[src/rtl/reg_cmd_parser_pkg.sv]
// Shared framing constants, state encoding and command bundle
// for the register command parser and its host-side fixture.
package reg_cmd_parser_pkg;

    localparam logic [7:0] SYNC_BYTE_DEF = 8'hAA;
    localparam int         FRAME_LEN     = 8;
    localparam int         BODY_LEN      = FRAME_LEN - 1;
    localparam int         REPLY_LEN     = 4;

    localparam logic [2:0] ST_SYNC     = 3'd0;
    localparam logic [2:0] ST_COLLECT  = 3'd1;
    localparam logic [2:0] ST_ISSUE    = 3'd2;
    localparam logic [2:0] ST_WAIT_ACK = 3'd3;
    localparam logic [2:0] ST_REPLY    = 3'd4;

    typedef struct packed {
        logic        wr;
        logic [15:0] addr;
        logic [31:0] wdata;
    } reg_cmd_t;

    function automatic logic [7:0] word_byte(
        input logic [31:0] w,
        input logic [1:0]  sel
    );
        logic [7:0] b;
        case (sel)
            2'd0:    b = w[7:0];
            2'd1:    b = w[15:8];
            2'd2:    b = w[23:16];
            default: b = w[31:24];
        endcase
        return b;
    endfunction

endpackage

[src/rtl/reg_cmd_parser.sv]
// Byte-stream command parser: frames host bytes into a register
// transaction, waits for the bank ack and streams a 4-byte reply.
module reg_cmd_parser
    import reg_cmd_parser_pkg::*;
#(
    parameter logic [7:0] SYNC_BYTE   = SYNC_BYTE_DEF,
    parameter int         ACK_TIMEOUT = 64
) (
    input  logic        clk,
    input  logic        reset_n,
    input  logic [7:0]  cmd_data,
    input  logic        cmd_valid,
    output logic        cmd_ready,
    output logic [15:0] reg_addr,
    output logic [31:0] reg_wdata,
    output logic        reg_wr,
    output logic        reg_req,
    input  logic        reg_ack,
    input  logic [31:0] reg_rdata,
    output logic [7:0]  reply_data,
    output logic        reply_valid,
    input  logic        reply_ready,
    output logic [7:0]  timeout_count
);

    localparam int            WW        = $clog2(ACK_TIMEOUT + 1);
    localparam logic [WW-1:0] WAIT_LAST = WW'(ACK_TIMEOUT - 1);
    localparam logic [2:0]    IDX_LAST  = 3'(BODY_LEN - 1);
    localparam logic [1:0]    RB_LAST   = 2'(REPLY_LEN - 1);

    logic [2:0]    state_q, state_d;
    logic [2:0]    idx_q, idx_d;
    reg_cmd_t      cmd_q, cmd_d;
    logic [WW-1:0] wait_q, wait_d;
    logic [31:0]   rdata_q, rdata_d;
    logic [1:0]    rb_q, rb_d;
    logic [7:0]    tcnt_q, tcnt_d;
    logic          accept;

    assign cmd_ready = (state_q == ST_SYNC) || (state_q == ST_COLLECT);
    assign accept    = cmd_valid && cmd_ready;

    always_comb begin
        state_d = state_q;
        idx_d   = idx_q;
        cmd_d   = cmd_q;
        wait_d  = wait_q;
        rdata_d = rdata_q;
        rb_d    = rb_q;
        tcnt_d  = tcnt_q;
        unique case (state_q)
            ST_SYNC: begin
                if (accept && (cmd_data == SYNC_BYTE)) begin
                    idx_d   = 3'd0;
                    state_d = ST_COLLECT;
                end
            end
            ST_COLLECT: begin
                // A SYNC_BYTE here is payload, never a resync.
                if (accept) begin
                    case (idx_q)
                        3'd0:    cmd_d.wr           = cmd_data[0];
                        3'd1:    cmd_d.addr[7:0]    = cmd_data;
                        3'd2:    cmd_d.addr[15:8]   = cmd_data;
                        3'd3:    cmd_d.wdata[7:0]   = cmd_data;
                        3'd4:    cmd_d.wdata[15:8]  = cmd_data;
                        3'd5:    cmd_d.wdata[23:16] = cmd_data;
                        default: cmd_d.wdata[31:24] = cmd_data;
                    endcase
                    idx_d = idx_q + 3'd1;
                    if (idx_q == IDX_LAST) begin
                        state_d = ST_ISSUE;
                    end
                end
            end
            ST_ISSUE: begin
                wait_d  = '0;
                state_d = ST_WAIT_ACK;
            end
            ST_WAIT_ACK: begin
                if (reg_ack) begin
                    rdata_d = reg_rdata;
                    rb_d    = 2'd0;
                    state_d = ST_REPLY;
                end else if (wait_q == WAIT_LAST) begin
                    rdata_d = 32'hFFFF_FFFF;
                    rb_d    = 2'd0;
                    state_d = ST_REPLY;
                    if (tcnt_q != 8'hFF) begin
                        tcnt_d = tcnt_q + 8'd1;
                    end
                end else begin
                    wait_d = wait_q + 1'b1;
                end
            end
            ST_REPLY: begin
                if (reply_ready) begin
                    rb_d = rb_q + 2'd1;
                    if (rb_q == RB_LAST) begin
                        state_d = ST_SYNC;
                    end
                end
            end
            default: state_d = ST_SYNC;
        endcase
    end

    always_ff @(posedge clk or negedge reset_n) begin
        if (!reset_n) begin
            state_q <= ST_SYNC;
            idx_q   <= '0;
            cmd_q   <= '0;
            wait_q  <= '0;
            rdata_q <= '0;
            rb_q    <= '0;
            tcnt_q  <= '0;
        end else begin
            state_q <= state_d;
            idx_q   <= idx_d;
            cmd_q   <= cmd_d;
            wait_q  <= wait_d;
            rdata_q <= rdata_d;
            rb_q    <= rb_d;
            tcnt_q  <= tcnt_d;
        end
    end

    assign reg_req       = (state_q == ST_ISSUE);
    assign reg_addr      = cmd_q.addr;
    assign reg_wdata     = cmd_q.wdata;
    assign reg_wr        = cmd_q.wr;
    assign reply_valid   = (state_q == ST_REPLY);
    assign reply_data    = reply_valid ? word_byte(rdata_q, rb_q) : 8'h00;
    assign timeout_count = tcnt_q;

endmodule

[config.mk]
export PLATFORM = sky130hd
export DESIGN_NAME = reg_cmd_parser
export DESIGN_NICKNAME = d
export VERILOG_FILES = /design/src/rtl/reg_cmd_parser_pkg.sv /design/src/rtl/reg_cmd_parser.sv
export SDC_FILE = /design/constraint.sdc
export NUM_CORES = 1
export LEC_CHECK = 0
export ABC_AREA = 1
export BUFFER_PORTS_ARGS = -buffer_cell sky130_fd_sc_hd__buf_2
export CAP_MARGIN = 40
export CORE_ASPECT_RATIO = 1.5
export CORE_UTILIZATION = 50
export DETAILED_ROUTE_END_ITERATION = 6
export PLACE_DENSITY = 0.86
export RECOVER_POWER = 100
export SETUP_SLACK_MARGIN = 0.4
export SLEW_MARGIN = 20
export SYNTH_ARGS = -nofsm -noshare
export SYNTH_HDL_FRONTEND = slang
export SYNTH_SLANG_ARGS = --single-unit
export TNS_END_PERCENT = 5
[constraint.sdc]
create_clock -name clk -period 1.85 [get_ports clk]
set_clock_uncertainty 0.05 [all_clocks]
set_input_delay 0.37 -clock clk [delete_from_list [all_inputs] [get_ports clk]]
set_output_delay 0.37 -clock clk [all_outputs]
set_load 0.02 [all_outputs]
==> flow_metrics.tcl <==
set metrics [dict create \
    run_status "complete, but fails checks" \
    violations "setup timing" \
    cts_tree "yes" \
    postSynthCellCount 480 \
    firstDrtPassIters 5 \
    die_area_um2 9750 \
    grt_max_degree 59 \
    io_pins 113 \
    drc 0 \
    holdWs_ns 0.201 \
    grt_setup_unrepaired "true" \
    p_sw_mw 3.88 \
    grt_pass1_wl_mm 20.3 \
    setup_viol 47 \
    grt_use_total 0.278 \
    critical_path.top_delay_family "flip-flops" \
    criticalPathCategory "register to output pin" \
    rows 42 \
    maxCapViolCount 0 \
    h-tree-depth 3 \
    post-route-period-util 1.10 \
    wl_mm 13.1 \
    fin_ws_ns -0.190 \
    syn_area_um2 4670 \
    power_switching_share 0.402 \
    final_nets 667 \
    yosysUniqueCellTypes 31 \
    drive_gt1_frac 0.330 \
    fin_util 0.711 \
    vias 4106 \
    hold_viol_final 0 \
    drt_iter0_drc 240 \
    hp-class "primary input to register" \
    die_w_um 80.9 \
    die_height_um 120 \
    crit_buf_inv 2 \
    ant_nets 0 \
    initial_core_util 0.523 \
    grt_pass1_vias 4229 \
    diodes 0 \
    wl_per_cell_um 18.0 \
    core_area_um2 8930 \
    gr-total-overflow 0 \
    cts-root-buf "clkbuf_16" \
    worst_slew_pin_slew_ns 1.04 \
    timing.fmax_ghz 0.490 \
    yosysSeqAreaShare 0.557 \
    cts_sinks 104 \
    combPwrFrac 0.386 \
    cp_slowest_stage_delay_ns 0.48 \
    cp_max_fo 8 \
    required_ns 1.43 \
    slew_viol_final 0 \
    peakVddDrop_v 0.00123 \
    cp_cell_sequence "inv_4, ha_4, nand2_2, a31oi_4, buf_6" \
    p_int_mw 5.76 \
    crit_path_start_kind "register" \
    ys_seq_elements 104 \
    ys_warn_count 0 \
    finalPower_mw 9.64 \
    cts_made_buffers 9 \
    vias_per_cell 5.66 \
    io_buffers 112 \
    arrival_ns 1.62 \
    slew-limit-headroom 0.306 \
    cts_max_path_buffers 2 \
    dp_hpwl_mm 8.12 \
    postSynthAreaPerCell_um2 9.74 \
    antenna_found_initial 0 \
    period_needed_ns 2.04 \
    end_kind "output pin" \
    seq_power_share 0.394 \
    place_congestion 0.908 \
    cp_slowest_cell "dfrtp_2" \
    pwr_density_cell_nw_per_um2 1520 \
    pwr-share-clk 0.220 \
    p_leak_nw 2.82 \
    clkSlewWorstSetupHoldPaths_ns 0.07 \
    area_delta_synth_final_pct 35.8 \
    syn_nets 536 \
    clk-insertion-delay-late_ns 0.35 \
]
[power by group through the flow]
stage	Clock (mW)	Combinational (mW)	Sequential [mW]
floorplan	0	1.82	3.95
global placement	0	2.96	3.62
detailed placement	0	3.07	3.67
CTS	2.13	3.71	3.72
global route	2.24	4.00	3.86
finish	2.12	3.72	3.80
[routing by layer]
layer  up-vias  GRT usage  routed length (µm)
met5         -          0                   0
met4         0      0.147                 408
met3        29     0.0566                 696
met2       184      0.502                7110
met1      2001      0.295                4840
li1       1892          -                   -
[metrics by stage]
stage	cell area, µm²	setup slack, ns	setup TNS (ns)	instances
global route	6350	-0.226	-9.76	726
global placement	5490	0.0931	0	691
CTS	6410	-0.115	-0.877	724
detailed placement	5490	0.0374	0	691
floorplan	4850	0.287	0	480
finish	6350	-0.190	-4.17	726
[cell usage after synthesis, drive strengths merged]
master / n / share of area
xor2: 4 / 0.0075
a31oi: 9 / 0.012
or2: 2 / 0.0027
xnor2: 3 / 0.0056
nor2: 22 / 0.025
o21ai: 74 / 0.085
ha: 11 / 0.029
a21oi: 9 / 0.0096
nor3: 2 / 0.0021
clkbuf: 5 / 0.0043
buf: 13 / 0.023
nor4: 1 / 0.0027
inv: 30 / 0.024
nand3: 24 / 0.034
o22a: 32 / 0.060
dfrtp: 104 / 0.56
nand2: 132 / 0.11
nand4: 3 / 0.0040
[worst paths after layout]
| check | from | end | slack (ns) | cells past startpoint |
|---|---|---|---|---|
| max in group asynchronous | reset_n | rb_q[0] | 0.23 | 3 |
| worst min-delay path | reg_rdata[26] | rdata_q[26] | 0.20 | 2 |
| worst max register to register | state_q[0] | rdata_q[25] | -0.11 | 8 |
| worst min register to register | reg_wr | reg_wr | 0.44 | 2 |
| min in group asynchronous | reset_n | rdata_q[5] | 0.72 | 3 |
| worst max-delay path | rb_q[0] | reply_data[6] | -0.19 | 5 |
[registers in the layout, summed over array words and instances, names as in the netlist]
name / count
reg_wdata: 32
reg_addr: 16
wait_q: 7
timeout_count: 8
state_q: 3
rb_q: 2
idx_q: 3
reg_wr: 1
rdata_q: 32
[cell usage in the layout (no fill, tap or decap), drive strengths merged]
cell type and count:
a21oi 9, a31oi 9, buf 76, bufinv 2, clkbuf 70, clkinv 2, dfrtp 104, dlygate4sd3 1
ha 11, inv 33, nand2 132, nand3 24, nand4 3, nor2 22, nor3 2, nor4 1
o21ai 74, o22a 32, or2 2, xnor2 3, xor2 4
[cell type report]
type | count | area, µm²
well taps | 110 | 138
flip-flops and latches | 104 | 2610
clock buffers | 9 | 225
inverters | 30 | 120
multi-input cells | 328 | 2330
clock inverters | 7 | 114
fillers | 618 | 2590
repair buffers | 138 | 813
[worst register-to-register path: stages, from the launching register on]
cell and delay, ns:
dfrtp_2 0.43, buf_4 0.15, buf_4 0.12, nand2_2 0.07
nor2_2 0.42, nand2_2 0.18, nand2_2 0.13, buf_12 0.18
o22a_1 0.17
[cell families (layout without fill, tap and decap cells)]
logic type | after synthesis | count (layout) | synth area share
XOR/XNOR | 7 | 7 | 0.0131
flip-flops | 104 | 104 | 0.557
AO/OA/AOI/OAI | 124 | 124 | 0.166
adder cells (fa/ha/maj) | 11 | 11 | 0.0294
buffers and inverters | 48 | 184 | 0.0511
AND/OR/NAND/NOR | 186 | 186 | 0.183
[repair_timing]
item / CTS / global route
endpoints found under the hold margin: 104 / 0
buffers inserted: 15 / 2
resized for setup: 118 / 34
cloned: 1 / 0
hold buffers: 1 / 0
endpoints found under the setup margin: 112 / 116
pin swaps: 63 / 43
Note: power is estimated with default switching activity, not from simulation.
